`src/rtl/cp0_exception_unit_pkg.sv`:
```
// Shared definitions for the CP0 exception unit: exception type codes,
// Cause.ExcCode values, CP0 register numbers, register reset values and
// write masks, the FSM state type and the prioritisation helpers.
package cp0_exception_unit_pkg;

  // Committed exception type codes driven on except_type
  localparam logic [31:0] EXC_TYPE_NOEXC = 32'h0000_0000;
  localparam logic [31:0] EXC_TYPE_INT   = 32'h0000_0001;
  localparam logic [31:0] EXC_TYPE_ADEL  = 32'h0000_0004;
  localparam logic [31:0] EXC_TYPE_ADES  = 32'h0000_0005;
  localparam logic [31:0] EXC_TYPE_SYS   = 32'h0000_0008;
  localparam logic [31:0] EXC_TYPE_BP    = 32'h0000_0009;
  localparam logic [31:0] EXC_TYPE_RI    = 32'h0000_000a;
  localparam logic [31:0] EXC_TYPE_OV    = 32'h0000_000c;
  localparam logic [31:0] EXC_TYPE_ERET  = 32'h0000_000e;

  // Cause.ExcCode values
  localparam logic [4:0] EXCCODE_INT  = 5'h00;
  localparam logic [4:0] EXCCODE_ADEL = 5'h04;
  localparam logic [4:0] EXCCODE_ADES = 5'h05;
  localparam logic [4:0] EXCCODE_SYS  = 5'h08;
  localparam logic [4:0] EXCCODE_BP   = 5'h09;
  localparam logic [4:0] EXCCODE_RI   = 5'h0a;
  localparam logic [4:0] EXCCODE_OV   = 5'h0c;

  // CP0 register numbers
  localparam logic [4:0] CP0_REG_BADVADDR = 5'd8;
  localparam logic [4:0] CP0_REG_COUNT    = 5'd9;
  localparam logic [4:0] CP0_REG_COMPARE  = 5'd11;
  localparam logic [4:0] CP0_REG_STATUS   = 5'd12;
  localparam logic [4:0] CP0_REG_CAUSE    = 5'd13;
  localparam logic [4:0] CP0_REG_EPC      = 5'd14;

  // Status: BEV set out of reset; software may write IM[15:8], EXL[1], IE[0]
  localparam logic [31:0] STATUS_RESET = 32'h0040_0000;
  localparam logic [31:0] STATUS_WMASK = 32'h0000_ff03;

  typedef enum logic {
    ST_IDLE,
    ST_PEND
  } exc_state_e;

  // Highest-priority pending exception for the M-stage instruction
  function automatic logic [31:0] exc_prioritise(
    input logic int_req,
    input logic adel,
    input logic ri,
    input logic sys,
    input logic bp,
    input logic ades,
    input logic ov,
    input logic eret
  );
    if (int_req)   return EXC_TYPE_INT;
    else if (adel) return EXC_TYPE_ADEL;
    else if (ri)   return EXC_TYPE_RI;
    else if (sys)  return EXC_TYPE_SYS;
    else if (bp)   return EXC_TYPE_BP;
    else if (ades) return EXC_TYPE_ADES;
    else if (ov)   return EXC_TYPE_OV;
    else if (eret) return EXC_TYPE_ERET;
    else           return EXC_TYPE_NOEXC;
  endfunction

  function automatic logic [4:0] exc_code(input logic [31:0] exc_type);
    case (exc_type)
      EXC_TYPE_ADEL: return EXCCODE_ADEL;
      EXC_TYPE_ADES: return EXCCODE_ADES;
      EXC_TYPE_SYS:  return EXCCODE_SYS;
      EXC_TYPE_BP:   return EXCCODE_BP;
      EXC_TYPE_RI:   return EXCCODE_RI;
      EXC_TYPE_OV:   return EXCCODE_OV;
      default:       return EXCCODE_INT;
    endcase
  endfunction

endpackage

```
`src/rtl/cp0_timer.sv`:
```
// CP0 Count/Compare timer.
//  clk, rst      : clock, async active-high reset
//  count_we      : write Count (restarts the divider)
//  compare_we    : write Compare (clears the timer interrupt)
//  wdata         : write data for either register
//  count_o       : current Count
//  compare_o     : current Compare
//  ti_o          : timer interrupt, set when Count steps onto Compare
module cp0_timer #(
  parameter int unsigned COUNT_DIV = 2
) (
  input  logic        clk,
  input  logic        rst,
  input  logic        count_we,
  input  logic        compare_we,
  input  logic [31:0] wdata,
  output logic [31:0] count_o,
  output logic [31:0] compare_o,
  output logic        ti_o
);
  import cp0_exception_unit_pkg::*;

  localparam int unsigned DIV_W = (COUNT_DIV > 1) ? $clog2(COUNT_DIV) : 1;
  // With COUNT_DIV=1 the divider sits at 0 and every clock is a tick
  localparam logic [DIV_W-1:0] DIV_LAST = DIV_W'(COUNT_DIV - 1);

  logic [DIV_W-1:0] div_q, div_d;
  logic [31:0]      count_q, count_d;
  logic [31:0]      compare_q, compare_d;
  logic             ti_q, ti_d;
  logic             tick;
  logic [31:0]      count_inc;

  always_comb begin
    tick      = (div_q == DIV_LAST);
    count_inc = count_q + 32'd1;
    div_d     = div_q;
    count_d   = count_q;
    compare_d = compare_q;
    ti_d      = ti_q;

    if (count_we) begin
      count_d = wdata;
      div_d   = '0;
    end else if (tick) begin
      count_d = count_inc;
      div_d   = '0;
    end else begin
      div_d = div_q + DIV_W'(1);
    end

    if (compare_we) begin
      compare_d = wdata;
      ti_d      = 1'b0;
    end else if (!count_we && tick && (count_inc == compare_q)) begin
      ti_d = 1'b1;
    end
  end

  always_ff @(posedge clk or posedge rst) begin
    if (rst) begin
      div_q     <= '0;
      count_q   <= '0;
      compare_q <= '0;
      ti_q      <= 1'b0;
    end else begin
      div_q     <= div_d;
      count_q   <= count_d;
      compare_q <= compare_d;
      ti_q      <= ti_d;
    end
  end

  assign count_o   = count_q;
  assign compare_o = compare_q;
  assign ti_o      = ti_q;

endmodule

```
`src/rtl/cp0_exception_unit.sv`:
```
// M-stage exception unit with the CP0 register file.
//  ext_int                  : hardware interrupt levels (top line ORed with timer)
//  ri..eret, pcerror        : exception flags for the M-stage instruction
//  is_in_delayslotM, pcM    : delay-slot flag and PC of the M-stage instruction
//  alu_outM                 : data address, source of BadVAddr for ADES/ADEL
//  stallM                   : M stage stalled; exceptions wait in PEND until it clears
//  cp0_we/waddr/wdata       : MTC0 write port
//  cp0_raddr/cp0_rdata      : MFC0 read port (combinational, write-forwarded)
//  except_type/flush_exception/pc_exception : registered commit outputs
//  cp0_status_o/cause_o/epc_o : current register values
module cp0_exception_unit #(
  parameter int unsigned N_HW_INT   = 6,
  parameter logic [31:0] EXC_VECTOR = 32'hbfc0_0380,
  parameter int unsigned COUNT_DIV  = 2
) (
  input  logic                clk,
  input  logic                rst,
  input  logic [N_HW_INT-1:0] ext_int,
  input  logic                ri,
  input  logic                brek,
  input  logic                syscall,
  input  logic                overflow,
  input  logic                ades,
  input  logic                adel,
  input  logic                pcerror,
  input  logic                eret,
  input  logic                is_in_delayslotM,
  input  logic [31:0]         pcM,
  input  logic [31:0]         alu_outM,
  input  logic                stallM,
  input  logic                cp0_we,
  input  logic [4:0]          cp0_waddr,
  input  logic [31:0]         cp0_wdata,
  input  logic [4:0]          cp0_raddr,
  output logic [31:0]         cp0_rdata,
  output logic [31:0]         except_type,
  output logic                flush_exception,
  output logic [31:0]         pc_exception,
  output logic [31:0]         cp0_status_o,
  output logic [31:0]         cp0_cause_o,
  output logic [31:0]         cp0_epc_o
);
  import cp0_exception_unit_pkg::*;

  exc_state_e  state_q, state_d;
  logic [31:0] status_q, status_d;
  logic [31:0] cause_q, cause_d;
  logic [31:0] epc_q, epc_d;
  logic [31:0] badv_q, badv_d;
  logic [31:0] pend_type_q, pend_type_d;
  logic [31:0] pend_pc_q, pend_pc_d;
  logic [31:0] pend_bad_q, pend_bad_d;
  logic        pend_bd_q, pend_bd_d;
  logic [31:0] except_type_q, except_type_d;
  logic        flush_q, flush_d;
  logic [31:0] pc_exc_q, pc_exc_d;

  logic [31:0] count, compare;
  logic        timer_ti;
  logic [5:0]  ip_hw;
  logic        int_req;
  logic [31:0] cur_type, cur_bad;
  logic        commit;
  logic [31:0] cm_type, cm_pc, cm_bad;
  logic        cm_bd;
  logic        count_we, compare_we;

  always_comb begin
    ip_hw                 = '0;
    ip_hw[N_HW_INT-1:0]   = ext_int;
    ip_hw[5]              = ip_hw[5] | timer_ti;
  end

  assign int_req  = status_q[0] & ~status_q[1] & (|(status_q[15:8] & cause_q[15:8]));
  assign cur_type = exc_prioritise(int_req, adel | pcerror, ri, syscall, brek, ades, overflow, eret);
  assign cur_bad  = pcerror ? pcM : alu_outM;

  // Commit selection: live flags in IDLE, the latched exception in PEND
  always_comb begin
    state_d     = state_q;
    pend_type_d = pend_type_q;
    pend_pc_d   = pend_pc_q;
    pend_bad_d  = pend_bad_q;
    pend_bd_d   = pend_bd_q;
    commit      = 1'b0;
    cm_type     = cur_type;
    cm_pc       = pcM;
    cm_bad      = cur_bad;
    cm_bd       = is_in_delayslotM;
    case (state_q)
      ST_IDLE: begin
        if (cur_type != EXC_TYPE_NOEXC) begin
          if (stallM) begin
            pend_type_d = cur_type;
            pend_pc_d   = pcM;
            pend_bad_d  = cur_bad;
            pend_bd_d   = is_in_delayslotM;
            state_d     = ST_PEND;
          end else begin
            commit = 1'b1;
          end
        end
      end
      ST_PEND: begin
        cm_type = pend_type_q;
        cm_pc   = pend_pc_q;
        cm_bad  = pend_bad_q;
        cm_bd   = pend_bd_q;
        if (!stallM) begin
          commit  = 1'b1;
          state_d = ST_IDLE;
        end
      end
      default: state_d = ST_IDLE;
    endcase
  end

  // Register file updates; a commit takes precedence over a same-cycle MTC0
  always_comb begin
    status_d       = status_q;
    cause_d        = cause_q;
    epc_d          = epc_q;
    badv_d         = badv_q;
    cause_d[15:10] = ip_hw;
    if (commit) begin
      if (cm_type == EXC_TYPE_ERET) begin
        status_d[1] = 1'b0;
      end else begin
        if (!status_q[1]) begin
          epc_d       = cm_bd ? (cm_pc - 32'd4) : cm_pc;
          cause_d[31] = cm_bd;
        end
        cause_d[6:2] = exc_code(cm_type);
        status_d[1]  = 1'b1;
        if ((cm_type == EXC_TYPE_ADEL) || (cm_type == EXC_TYPE_ADES)) begin
          badv_d = cm_bad;
        end
      end
    end else if (cp0_we) begin
      case (cp0_waddr)
        CP0_REG_STATUS: status_d = (status_q & ~STATUS_WMASK) | (cp0_wdata & STATUS_WMASK);
        CP0_REG_CAUSE:  cause_d[9:8] = cp0_wdata[9:8];
        CP0_REG_EPC:    epc_d = cp0_wdata;
        default: ;
      endcase
    end
  end

  always_comb begin
    flush_d       = commit;
    except_type_d = commit ? cm_type : '0;
    pc_exc_d      = '0;
    if (commit) begin
      pc_exc_d = (cm_type == EXC_TYPE_ERET) ? epc_q : EXC_VECTOR;
    end
  end

  assign count_we   = cp0_we & ~commit & (cp0_waddr == CP0_REG_COUNT);
  assign compare_we = cp0_we & ~commit & (cp0_waddr == CP0_REG_COMPARE);

  cp0_timer #(
    .COUNT_DIV (COUNT_DIV)
  ) u_timer (
    .clk        (clk),
    .rst        (rst),
    .count_we   (count_we),
    .compare_we (compare_we),
    .wdata      (cp0_wdata),
    .count_o    (count),
    .compare_o  (compare),
    .ti_o       (timer_ti)
  );

  always_ff @(posedge clk or posedge rst) begin
    if (rst) begin
      state_q       <= ST_IDLE;
      status_q      <= STATUS_RESET;
      cause_q       <= '0;
      epc_q         <= '0;
      badv_q        <= '0;
      pend_type_q   <= '0;
      pend_pc_q     <= '0;
      pend_bad_q    <= '0;
      pend_bd_q     <= 1'b0;
      except_type_q <= '0;
      flush_q       <= 1'b0;
      pc_exc_q      <= '0;
    end else begin
      state_q       <= state_d;
      status_q      <= status_d;
      cause_q       <= cause_d;
      epc_q         <= epc_d;
      badv_q        <= badv_d;
      pend_type_q   <= pend_type_d;
      pend_pc_q     <= pend_pc_d;
      pend_bad_q    <= pend_bad_d;
      pend_bd_q     <= pend_bd_d;
      except_type_q <= except_type_d;
      flush_q       <= flush_d;
      pc_exc_q      <= pc_exc_d;
    end
  end

  always_comb begin
    case (cp0_raddr)
      CP0_REG_BADVADDR: cp0_rdata = badv_q;
      CP0_REG_COUNT:    cp0_rdata = count;
      CP0_REG_COMPARE:  cp0_rdata = compare;
      CP0_REG_STATUS:   cp0_rdata = status_q;
      CP0_REG_CAUSE:    cp0_rdata = cause_q;
      CP0_REG_EPC:      cp0_rdata = epc_q;
      default:          cp0_rdata = '0;
    endcase
    if (cp0_we && (cp0_raddr == cp0_waddr)) begin
      cp0_rdata = cp0_wdata;
    end
  end

  assign except_type     = except_type_q;
  assign flush_exception = flush_q;
  assign pc_exception    = pc_exc_q;
  assign cp0_status_o    = status_q;
  assign cp0_cause_o     = cause_q;
  assign cp0_epc_o       = epc_q;

endmodule

```
`config.mk`:
```
export PLATFORM = sky130hd
export DESIGN_NAME = cp0_exception_unit
export DESIGN_NICKNAME = d
export VERILOG_FILES = /design/src/rtl/cp0_exception_unit_pkg.sv /design/src/rtl/cp0_timer.sv /design/src/rtl/cp0_exception_unit.sv
export SDC_FILE = /design/constraint.sdc
export NUM_CORES = 1
export LEC_CHECK = 0
export CAP_MARGIN = 0
export CORE_UTILIZATION = 50
export CTS_CLUSTER_DIAMETER = 50
export CTS_CLUSTER_SIZE = 8
export DETAILED_ROUTE_END_ITERATION = 6
export PLACE_DENSITY_LB_ADDON = 0.3
export SLEW_MARGIN = 20
export SYNTH_ARGS = -nofsm -noshare
export SYNTH_HDL_FRONTEND = slang
export SYNTH_SLANG_ARGS = --single-unit
```
`constraint.sdc`:
```
create_clock -name clk -period 14.3 [get_ports clk]
set_clock_uncertainty 0.15 [all_clocks]
set_input_delay 2.145 -clock clk [delete_from_list [all_inputs] [get_ports clk]]
set_output_delay 2.145 -clock clk [all_outputs]
set_load 0.03 [all_outputs]
```
### Word-level counts from Yosys, hierarchy flattened

Index checks and enable logic that the tools add are counted.

| cells by class | value |
|---|---|
| bitwise logic cells | 13 |
| reduce and logical (&&, ||, !) cells | 20 |
| add/subtract/negate cells | 3 |
| multiplexer cells | 41 |
| equality and inequality tests | 22 |

Operators with widths:

| cell | count |
|---|---|
| 2-to-1 mux 32 bit | 16 |
| one-hot mux 32 bit (6 select lines) | 1 |
| == test 32 x 4 -> 1 bit, second input constant | 5 |
| == test 32 x 3 -> 1 bit, second input constant | 2 |
| == test 5 x 4 -> 1 bit, second input constant | 11 |
| adder 32 x 1 -> 32 bit, second input constant | 1 |
| == test 32 bit | 1 |
| 2-to-1 mux 4 bit | 8 |
| bitwise OR 32 x 16 -> 32 bit | 1 |
| nonzero test 32 bit | 1 |
| subtractor 32 x 3 -> 32 bit, second input constant | 1 |
| one-hot mux 4 bit (6 select lines) | 1 |
| AND reduction 3 bit | 5 |
| 2-to-1 mux 1 bit | 11 |
| nonzero test 2 bit | 5 |
| bitwise AND 8 bit | 1 |
| OR reduction 8 bit | 1 |
| bitwise AND 1 bit | 5 |
| == test 5 bit | 1 |
| 2-to-1 mux 2 bit | 2 |
| != test 2 bit, second input constant | 2 |
| inverter 1 bit | 4 |
| one-hot mux 1 bit (2 select lines) | 2 |
| AND reduction 2 bit | 2 |
| other kinds (6) | 9 |

| word-level totals | value |
|---|---|
| bits in registers | 339 |
| input bits | 125 |
| output and inout port bits | 193 |
| word-level logic and storage cells | 119 |

### Depth between registers and ports, before layout

| logic depth | value |
|---|---|
| word-level depth | 19 |
| gate-level depth with buffers | 15 |
| mapped depth without buffers | 9 |

### Modules after synthesis

A second synthesis with hierarchy kept.

| second synthesis, totals | value |
|---|---|
| cell total of the unflattened synthesis | 1594 |
| area total of the unflattened synthesis | 15434.8 µm² |

Modules (own cells, without submodules):

| module | sequential area each (µm²) | cells an instance | area each (µm²) | instances |
|---|---|---|---|---|
| cp0_exception_unit | 4854.7 | 1164 | 11367.2 | 1 |
| cp0_timer | 1651.6 | 430 | 4067.7 | 1 |

### Worst setup path before layout

OpenSTA, ideal clock, no wires.

| timing | value |
|---|---|
| path kind | input to output |
| start | input port cp0_raddr[0] |
| end | output port cp0_rdata[23] |
| arrival time | 4.228 ns |
| path buffers | 3 |
| data required time | 12.005 ns |
| setup slack | 7.777 ns |
| stages on the path | 6 |
| cells stage by stage | clkbuf_1 nor4_1 clkbuf_1 clkbuf_1 a221oi_1 o21ai_0 |

| between the ends | value |
|---|---|
| word-level cells in the longest chain between the ends | 3 |
| elaborated cells between the ends (all ways) | 10 |
| classes of those cells | eq/ne (7); mux (2); reduce/logical (1) |

RTL lines:

| item | RTL line | RTL |
|---|---|---|
| start, declared | cp0_exception_unit.sv:34 | `input logic [4:0] cp0_raddr,` |
| == test 5 x 4 -> 1 bit / == test 5 bit (equally long branches) | cp0_exception_unit.sv:205, cp0_exception_unit.sv:214 |  |
| one-hot mux 32 bit (6 select lines) / logical AND 1 bit (equally long branches) | cp0_exception_unit.sv:205, cp0_exception_unit.sv:214 |  |
| 2-to-1 mux 32 bit * | cp0_exception_unit.sv:214 | `if (cp0_we && (cp0_raddr == cp0_waddr)) begin` |
| end, declared | cp0_exception_unit.sv:35 | `output logic [31:0] cp0_rdata,` |

Mark *: on every way between the ends. The rest lies on a longest branch, timed or not.

### Final worst setup path

| timing | value |
|---|---|
| start | input port cp0_raddr[2] |
| end | output port cp0_rdata[27] |

Same word-level chain as after synthesis.

==> qor.csv <==
metric;value;unit
outcome;finished, final reports clean;
core_area;29010;um2
powerDensity;149.6;nW/um2
cts-resized-gates;0;
area_growth;23.48;%
r2r_slack;10070;ps
regToRegEndpoint;u_timer.ti_o;
final_area;18450;um2
synth_area;14940;um2
clkTransAtPathRegs;50;ps
nFillCells;2447;
dieHeight;174.9;um
synth_top_area_frac;0.4355;
die-area;30570;um2
finalCriticalPeriod;8167;ps
row_count;62;
overflow;0;
root_buffer;clkbuf_16;
worstPathCellList;clkdlybuf4s50_1, xor2_1, nor4_1, nand3_1, nand2_1, o21ai_0, clkdlybuf4s50_1;
path_max_fanout;24;
nNetsFinal;1934;
cts_buffer_depth;3;
post-route-period-util;0.5711;
critPathArrivalTime;5870;ps
multi_input_area;7696;um2
wl;47670;um
yosys-top-cells-area;dfrtp_1 44%, mux2_2 6.6%, nand2_1 5.2%;
maxSlewHeadroom;0.2072;
dieWidth;174.9;um
grt_pass1_wl;73900;um
gp_congestion;0.9586;
ys_types;76;
start_kind;input port;
crit_type;in2out;
ys_seq_elements;260;
start_util;0.5149;
hold_violations;0;
dp_hpwl;34800;um
layout-drive-gt1-share;0.1002;
synth_ff_type;dfrtp_1;
slew_violations;0;
drt-vias-per-instance;5.932;
drc_errors;0;
ys_warn_count;0;
hp-start;pend_bad_q[2];
cpPeakStageDelay;970;ps
io_pins;318;
r2r_start;state_q;
regArea;6510;um2
port_buffers;248;
vias;13050;
dpl_cell_area;17320;um2
slowest_stage;nand2_1;
crit_top_cell;clkdlybuf4s50_1;
grt_start_max_net_pins;115;
required;12010;ps
drtPass1Iterations;6;
wl_per_cell;21.67;um
synthCells;1612;
grt_pass1_vias;12354;
antennaDiodeCount;0;
clk_latency;530;ps
setup-tns-final;0;ps
p_leak;7.696;nW
r2r_cells;10;
antenna_found_initial;0;
cts_tree;done;
cts-buffers-inserted;40;
holdCritPathClass;reg2reg;
fin_ws;6133;ps
ys_async_sr_fraction;1.000;
place_ws;6285;ps
min_path_cells;2;
instances_no_fill;2200;
end_kind;output port;
tightestPinTransition;1189;ps
drt_iter0_markers;1255;
post_cts_buffers;0;
place_inst;2149;
postSynthAreaPerCell;9.268;um2
yosysTopAreaCell;dfrtp_1;
track_usage;0.3130;
synth_edf_count;0;
ys_seq_area_frac;0.4355;
h-tree-depth;2;
drv_cap;0;
cp-startpoint;cp0_raddr[2];
cts.sinks;260;
min_to;pend_bad_q[2];
peakVddDrop;0.09047;mV
setup_viol;0;
detail-route-antenna-nets;0;
max_freq;0.1224;GHz
hold_buffers;0;
rsz0062_at_grt;false;
power;2.759;mW
cell usage in the layout, fill, tap and decap left out, types with 9 or more instances in the layout:
master             n
inv_1             10
clkbuf_16         40
nand2_1          205
nand3_1           26
a22oi_1           20
and3_1            12
clkdlybuf4s50_1  247
nor4_1             9
mux2_2            88
a22o_1            27
dfrtp_1          259
nor2_1           151
mux2i_1           63
a31oi_1           30
nor3_1            25
o21ai_0          132
a221oi_1          27
buf_4             15
nand4_1           11
conb_1            69
xnor2_1           61
and2_1            27
xor2_1            42
a21oi_1           81
cell type report:
cell class / count / share of cell area
multi-input cells: 1230 / 0.4172
flip-flops and latches: 260 / 0.3529
repair buffers: 264 / 0.1410
clock buffers: 43 / 0.05487
well taps: 384 / 0.02605
clock inverters: 8 / 0.005291
inverters: 11 / 0.002645
cell usage after synthesis, drive strengths merged, types with 3 or more instances:
cell type / n
a211oi: 3
a21o: 8
a21oi: 81
a221oi: 27
a222oi: 5
a22o: 27
a22oi: 20
a31oi: 30
a41oi: 3
and2: 28
and3: 12
and4: 3
buf: 104
clkbuf: 74
dfrtp: 260
inv: 11
mux2: 90
mux2i: 63
nand2: 205
nand2b: 7
nand3: 27
nand3b: 4
nand4: 13
nor2: 153
nor2b: 5
nor3: 29
nor3b: 10
nor4: 12
o211ai: 4
o21ai: 132
o22ai: 5
o31ai: 3
or2: 5
or3: 8
xnor2: 61
xor2: 42
power by group:
group / internal, mW / leakage [nW] / switching (mW)
Sequential: 0.895 / 3.19 / 0.228
Combinational: 0.333 / 3.97 / 0.451
Clock: 0.519 / 0.544 / 0.333
Total: 1.75 / 7.70 / 1.01
critical path, delay by kind of cell:
family                    cells  cell delay (ps)
and+or+nand+nor               3             1870
buffers and inverters         2             1310
xor gates and xnor gates      1              250
AOI/OAI and AO/OA             1              260
kinds of logic (layout without fill, tap and decap cells):
group / after synthesis / after routing / synth area share
XOR/XNOR: 103 / 103 / 0.06038
other: 2 / 69 / 0.0005027
AO/OA/AOI/OAI: 372 / 372 / 0.1571
adder cells (fa/ha/maj): 2 / 2 / 0.001675
AND/OR/NAND/NOR: 531 / 531 / 0.1644
flip-flops: 260 / 260 / 0.4355
multiplexers: 153 / 153 / 0.1106
buffers and inverters: 189 / 326 / 0.06985
state kept, by name, indices dropped and copies added, names as in the netlist:
| name | count |
|---|---|
| u_timer.div_q | 1 |
| except_type | 4 |
| u_timer.ti_o | 1 |
| pend_bd_q | 1 |
| u_timer.compare_o | 32 |
| badv_q | 32 |
| pend_bad_q | 32 |
| cp0_cause_o | 13 |
| u_timer.count_o | 32 |
| cp0_status_o | 10 |
| cp0_epc_o | 32 |
| state_q | 1 |
| flush_exception | 1 |
| pend_pc_q | 32 |
| pend_type_q | 4 |
| pc_exception | 32 |
worst max-delay path by stage:
stage / cells past startpoint / to
CTS: 7 / cp0_rdata[16]
global placement: 7 / cp0_rdata[29]
finish: 7 / cp0_rdata[27]
global route: 7 / cp0_rdata[27]
detailed placement: 7 / cp0_rdata[16]
floorplan: 1 / badv_q[0]
routing by layer:
metal | vias to the layer above | global-route usage | share of wire
met2 | 635 | 0.4797 | 0.45
met1 | 6395 | 0.4513 | 0.44
met4 | 0 | 0.09638 | 0.028
met5 | - | 0 | 0
met3 | 91 | 0.05505 | 0.080
li1 | 5929 | - | -
stage by stage:
step,hold WS [ps],util
3_3_place_gp,310.9,0.5969
3_5_place_dp,320.2,0.5971
5_1_grt,343.8,0.6358
2_1_floorplan,290.5,-
6_report,323.9,0.6358
4_1_cts,330.6,0.6353
(Power assumes the default switching activity.)
